<file path="config.mk">
export PLATFORM = sky130hd
export DESIGN_NAME = vga_timing_generator
export DESIGN_NICKNAME = d
export VERILOG_FILES = /design/src/rtl/vga_timing_pkg.sv /design/src/rtl/vga_axis_counter.sv /design/src/rtl/vga_timing_generator.sv
export SDC_FILE = /design/constraint.sdc
export NUM_CORES = 1
export LEC_CHECK = 0
export BUFFER_PORTS_ARGS = -buffer_cell sky130_fd_sc_hd__buf_2
export CAP_MARGIN = 0
export CORE_ASPECT_RATIO = 0.75
export CORE_MARGIN = 2
export CORE_UTILIZATION = 44
export DETAILED_ROUTE_END_ITERATION = 12
export HOLD_SLACK_MARGIN = 0.03
export PLACE_DENSITY = 0.68
export SETUP_SLACK_MARGIN = 0.02
export SLEW_MARGIN = 10
export SYNTH_ARGS = -nofsm -noshare
export SYNTH_HDL_FRONTEND = slang
export SYNTH_HIERARCHICAL = 1
export SYNTH_SLANG_ARGS = --single-unit
</file>
<file path="constraint.sdc">
create_clock -name clk -period 2.8 [get_ports clk]
set_input_delay 0.28 -clock clk [delete_from_list [all_inputs] [get_ports clk]]
set_output_delay 0.28 -clock clk [all_outputs]
set_load 0.005 [all_outputs]
</file>
<file path="src/rtl/vga_timing_pkg.sv">
// Shared VGA raster constants and the four-phase pixel encoding, used by the timing
// generator and the downstream text-mode pixel generator.
package vga_timing_pkg;

    typedef enum logic [1:0] {
        TEXT_FETCH     = 2'd0,
        GLYPH_FETCH    = 2'd1,
        SET_FOREGROUND = 2'd2,
        DRAW           = 2'd3
    } pixelPhase_e;

    localparam int H_ACTIVE = 640;
    localparam int H_FRONT  = 16;
    localparam int H_SYNC   = 96;
    localparam int H_BACK   = 48;
    localparam int H_TOTAL  = H_ACTIVE + H_FRONT + H_SYNC + H_BACK;

    localparam int V_ACTIVE = 480;
    localparam int V_FRONT  = 10;
    localparam int V_SYNC   = 2;
    localparam int V_BACK   = 33;
    localparam int V_TOTAL  = V_ACTIVE + V_FRONT + V_SYNC + V_BACK;

    function automatic pixelPhase_e nextPhase(input pixelPhase_e phase);
        logic [1:0] raw;
        raw = phase + 2'd1;
        return pixelPhase_e'(raw);
    endfunction

endpackage

</file>
<file path="src/rtl/vga_axis_counter.sv">
// One raster axis: a wrapping position counter with active-region and sync-pulse decode.
// Used once for the horizontal axis and once for the vertical axis.
module vga_axis_counter #(
    parameter int ACTIVE = 640,
    parameter int FRONT  = 16,
    parameter int SYNC   = 96,
    parameter int BACK   = 48
) (
    input  logic       clk,
    input  logic       reset,
    input  logic       step_i,
    output logic [9:0] count_o,
    output logic       wrap_o,
    output logic       active_o,
    output logic       sync_n_o
);

    localparam int         TOTAL      = ACTIVE + FRONT + SYNC + BACK;
    localparam logic [9:0] LAST       = 10'(TOTAL - 1);
    localparam logic [9:0] ACTIVE_END = 10'(ACTIVE);
    localparam logic [9:0] SYNC_START = 10'(ACTIVE + FRONT);
    localparam logic [9:0] SYNC_END   = 10'(ACTIVE + FRONT + SYNC);

    logic [9:0] count_q;
    logic [9:0] count_d;

    assign wrap_o = step_i && (count_q == LAST);

    always_comb begin
        count_d = count_q;
        if (step_i) begin
            count_d = wrap_o ? 10'd0 : count_q + 10'd1;
        end
    end

    always_ff @(posedge clk or negedge reset) begin
        if (!reset) begin
            count_q <= 10'd0;
        end else begin
            count_q <= count_d;
        end
    end

    assign count_o  = count_q;
    assign active_o = (count_q < ACTIVE_END);
    assign sync_n_o = !((count_q >= SYNC_START) && (count_q < SYNC_END));

endmodule

</file>
<file path="src/rtl/vga_timing_generator.sv">
// Free-running VGA raster timing source with four clk phases per pixel.
// Optional frame_pulse output at the start of vertical blanking when VGA_FRAME_PULSE_EN is defined.
module vga_timing_generator #(
    parameter int H_ACTIVE = vga_timing_pkg::H_ACTIVE,
    parameter int H_FRONT  = vga_timing_pkg::H_FRONT,
    parameter int H_SYNC   = vga_timing_pkg::H_SYNC,
    parameter int H_BACK   = vga_timing_pkg::H_BACK,
    parameter int V_ACTIVE = vga_timing_pkg::V_ACTIVE,
    parameter int V_FRONT  = vga_timing_pkg::V_FRONT,
    parameter int V_SYNC   = vga_timing_pkg::V_SYNC,
    parameter int V_BACK   = vga_timing_pkg::V_BACK
) (
    input  logic       clk,
    input  logic       reset,
    output logic [9:0] pixel_counter,
    output logic [8:0] line_counter,
    output logic [1:0] pixel_state,
`ifdef VGA_FRAME_PULSE_EN
    output logic       frame_pulse,
`endif
    output logic       display_en,
    output logic       hsync,
    output logic       vsync
);

    import vga_timing_pkg::*;

    localparam logic [9:0] V_BLANK_START = 10'(V_ACTIVE);

    pixelPhase_e phase_q;
    logic [9:0]  hCount;
    logic [9:0]  vCount;
    logic        hStep;
    logic        hWrap;
    logic        vWrap;
    logic        hActive;
    logic        vActive;
    logic        hSyncN;
    logic        vSyncN;

    logic [9:0]  pixelCounter_q;
    logic [8:0]  lineCounter_q;
    logic [1:0]  pixelState_q;
    logic        displayEn_q;
    logic        hsync_q;
    logic        vsync_q;

    assign hStep = (phase_q == DRAW);

    vga_axis_counter #(
        .ACTIVE(H_ACTIVE), .FRONT(H_FRONT), .SYNC(H_SYNC), .BACK(H_BACK)
    ) hAxis (
        .clk(clk), .reset(reset), .step_i(hStep),
        .count_o(hCount), .wrap_o(hWrap), .active_o(hActive), .sync_n_o(hSyncN)
    );

    vga_axis_counter #(
        .ACTIVE(V_ACTIVE), .FRONT(V_FRONT), .SYNC(V_SYNC), .BACK(V_BACK)
    ) vAxis (
        .clk(clk), .reset(reset), .step_i(hWrap),
        .count_o(vCount), .wrap_o(vWrap), .active_o(vActive), .sync_n_o(vSyncN)
    );

    // Output stage samples the counters one edge later so that the first edge after
    // release presents pixel 0, line 0, phase 0 with display_en already high.
    always_ff @(posedge clk or negedge reset) begin
        if (!reset) begin
            phase_q        <= TEXT_FETCH;
            pixelCounter_q <= 10'd0;
            lineCounter_q  <= 9'd0;
            pixelState_q   <= 2'd0;
            displayEn_q    <= 1'b0;
            hsync_q        <= 1'b1;
            vsync_q        <= 1'b1;
        end else begin
            phase_q        <= nextPhase(phase_q);
            pixelCounter_q <= hCount;
            lineCounter_q  <= vCount[8:0];
            pixelState_q   <= phase_q;
            displayEn_q    <= hActive && vActive;
            hsync_q        <= hSyncN;
            vsync_q        <= vSyncN;
        end
    end

`ifdef VGA_FRAME_PULSE_EN
    logic framePulse_q;

    always_ff @(posedge clk or negedge reset) begin
        if (!reset) begin
            framePulse_q <= 1'b0;
        end else begin
            framePulse_q <= (vCount == V_BLANK_START) && (hCount == 10'd0) && (phase_q == TEXT_FETCH);
        end
    end

    assign frame_pulse = framePulse_q;
`else
    logic unusedFrameDecode;
    assign unusedFrameDecode = ^{vWrap, V_BLANK_START};
`endif

    assign pixel_counter = pixelCounter_q;
    assign line_counter  = lineCounter_q;
    assign pixel_state   = pixelState_q;
    assign display_en    = displayEn_q;
    assign hsync         = hsync_q;
    assign vsync         = vsync_q;

endmodule
</file>
==> impl_metrics.py <==
metrics = {
    "run_status": {
        "status": "finished clean",
    },
    "cts": {
        "cts_buffer_depth": 2,
        "clkLatencyLatePin_ns": 0.30,
        "h-tree-depth": 2,
        "cts_hold_buf": 0,
        "numCtsBuffers": 5,
        "cts_num_sinks": 46,
        "ctsResizeCount": 0,
        "root_buffer": "clkbuf_8",
        "cts_tree": "built",
        "post-cts-setup-buffers": 0,
        "path_clk_slew_ns": 0.08,
    },
    "synth": {
        "yosysSeqAreaShare_pct": 64.39,
        "ys.flop_type": "dfrtp_1",
        "syn-num-nets": 148,
        "synth_edf_count": 0,
        "syn_area_per_cell_um2": 12.71,
        "yosysWarnings": 6,
        "synthTopCellsByArea": "dfrtp_1 (61%), ha_1 (3.5%), xnor2_1 (3.4%)",
        "synth_top_cell_by_area": "dfrtp_1",
        "synth_cell_types": 35,
        "netlist.area_leader.share_pct": 61.45,
        "yosysMostFrequentCell": "dfrtp_1",
        "async_flop_share_pct": 100.0,
        "syn_inst": 141,
        "syn-cell-area_um2": 1792,
        "synth.top_cells.by_count": "dfrtp_1 (44), nand2_1 (16), nand3_1 (7), nor2_1 (7), xnor2_1 (7)",
        "ys_seq_elements": 46,
    },
    "timing": {
        "hold_violations": 0,
        "slew_viol_final": 0,
        "fin_crit_sh_pct": 70.99,
        "slew_headroom_pct": 36.89,
        "skew_ns": 0.004516,
        "setup_tns_ns": 0,
        "fmax_mhz": 503.1,
        "worstMarginPinSlew_ns": 0.9467,
        "fin_ws_ns": 0.8122,
        "setup_viol": 0,
        "rsz0062_at_grt": "false",
        "post-route-min-period_ns": 1.988,
    },
    "cells_and_area": {
        "area_growth_pct": 16.48,
        "nets": 179,
        "n_antenna_cell": 0,
        "drive_above_1_share_pct": 26.01,
        "num-fill-cells": 345,
    },
    "routing": {
        "wl_um": 2882,
        "drt-initial-drc-count": 51,
        "drc": 0,
        "detail-route-antenna-nets": 0,
        "firstDrtPassIters": 5,
        "vias_per_cell": 4.816,
        "vias": 1098,
        "wl_per_cell_um": 12.64,
    },
    "floorplanning": {
        "die-width_um": 77.69,
        "num_rows": 20,
        "start_util_pct": 45.03,
        "num_io_pins": 26,
        "die_h_um": 59.27,
        "fp.coreArea_um2": 3979,
        "dieArea_um2": 4604,
    },
    "global_route": {
        "grt.total_usage_pct": 14.00,
        "antenna_found_initial": 0,
        "overflow": 0,
        "grt_pass1_wl_um": 4795,
        "grt_max_degree": 47,
        "grt_pass1_vias": 1020,
    },
    "pwr": {
        "total_power_mw": 1.157,
        "vdd_drop_max_mv": 0.1966,
        "power_density_nw_per_um2": 554.2,
        "leakage_nw": 0.9524,
    },
    "placement": {
        "placement.io_buffers": 25,
        "pre_cts_ws_ns": 0.8219,
        "gp_congestion": 0.8167,
        "dpl.hpwl_um": 1959,
    },
    "worst_setup_path": {
        "startpoint": "hAxis/count_o[5]$_DFFE_PN0P_",
        "cp_max_fo": 8,
        "cp-start-kind": "register",
        "end_kind": "register",
        "path_class": "register to register",
        "r2r_start": "hAxis/count_o[5]$_DFFE_PN0P_",
        "required_ns": 2.99,
        "critical_path_arrival_ns": 2.18,
        "regToRegSetupSlack_ns": 0.81,
    },
    "flow_run": {
        "drv_cap": 0,
    },
    "hold_path": {
        "worstHoldPathType": "input port to async pin",
    },
}
## registers in the layout, indices dropped and copies added (netlist names)
signal / count
hAxis/count_o: 10
pixel_counter: 10
vAxis/count_o: 10
line_counter: 9
phase_q: 2
pixel_state: 2
display_en: 1
hsync: 1
vsync: 1
## metal layers
| metal | track usage (%) | part of all wire, % | vias to the layer above |
|---|---|---|---|
| li1 | - | - | 541 |
| met1 | 17.30 | 47 | 528 |
| met2 | 20.81 | 45 | 21 |
| met3 | 6.098 | 5.1 | 8 |
| met4 | 7.908 | 2.9 | 0 |
| met5 | 0 | 0 | - |
## cell families after synthesis
| group | after synthesis | synth area share [%] |
|---|---|---|
| simple gates | 58 | 20.46 |
| flops | 46 | 64.39 |
| compound gates | 11 | 3.212 |
| xor+xnor | 11 | 5.377 |
| buf+inv | 8 | 1.955 |
| fa+ha+maj | 5 | 3.492 |
| mux | 2 | 1.117 |
## layout make-up
class                           count  area, um2  share of cell area (%)
Sequential cell                    46       1154                   55.28
Multi-Input combinational cell     87      603.1                   28.90
Timing Repair Buffer               26      132.6                   6.355
Clock buffer                        7      76.32                   3.657
Tap cell                           55      68.82                   3.297
Clock inverter                      1      30.03                   1.439
Inverter                            6      22.52                   1.079
## critical path, cell delays in order, from the launching register on
cell,delay [ns]
dfrtp_1,0.45
or3_4,0.43
nor4_4,0.36
nand2_1,0.14
nor2_1,0.23
nand3_1,0.12
xnor2_1,0.14
## metrics by stage
stage	utilization (%)	cell area [um2]	cells	hold slack [ns]
3_3_place_gp	49.78	1981	220	0.3630
4_1_cts	52.45	2087	228	0.1669
3_5_place_dp	49.78	1981	220	0.3719
6_report	52.45	2087	228	0.1196
2_1_floorplan	-	1792	141	-0.01559
5_1_grt	52.45	2087	228	0.2018
## cell usage in the layout (no fill, tap or decap), types with 2 or more instances in the layout
master	n
clkbuf_1	2
xnor2_1	7
nand3_2	2
dfrtp_1	44
nor2_4	2
nand4_1	4
nor3_1	5
a21oi_1	4
o21ai_1	2
clkbuf_8	5
ha_1	5
nor2_1	7
nand2_1	16
dfstp_2	2
nand3_1	7
buf_2	25
xor2_1	4
mux2i_1	2
o21ai_0	3
o22ai_1	2
inv_1	6
## final timing paths
kind                                                end  cells after the start
min reg2reg                    pixel_state[1]$_DFF_PN0_                      0
max in group asynchronous  hAxis/count_o[6]$_DFFE_PN0P_                      1
max reg2reg                vAxis/count_o[6]$_DFFE_PN0P_                      6
max                        vAxis/count_o[6]$_DFFE_PN0P_                      6
min in group clk               pixel_state[1]$_DFF_PN0_                      0
min                          pixel_counter[4]$_DFF_PN0_                      1
## report_power, final
group,switching (mW),internal [mW]
registers,0,0.664
clock network,0.214,0.267
logic,0.0115,0.000506
total,0.225,0.931
Power figures use the tool's default switching activity.
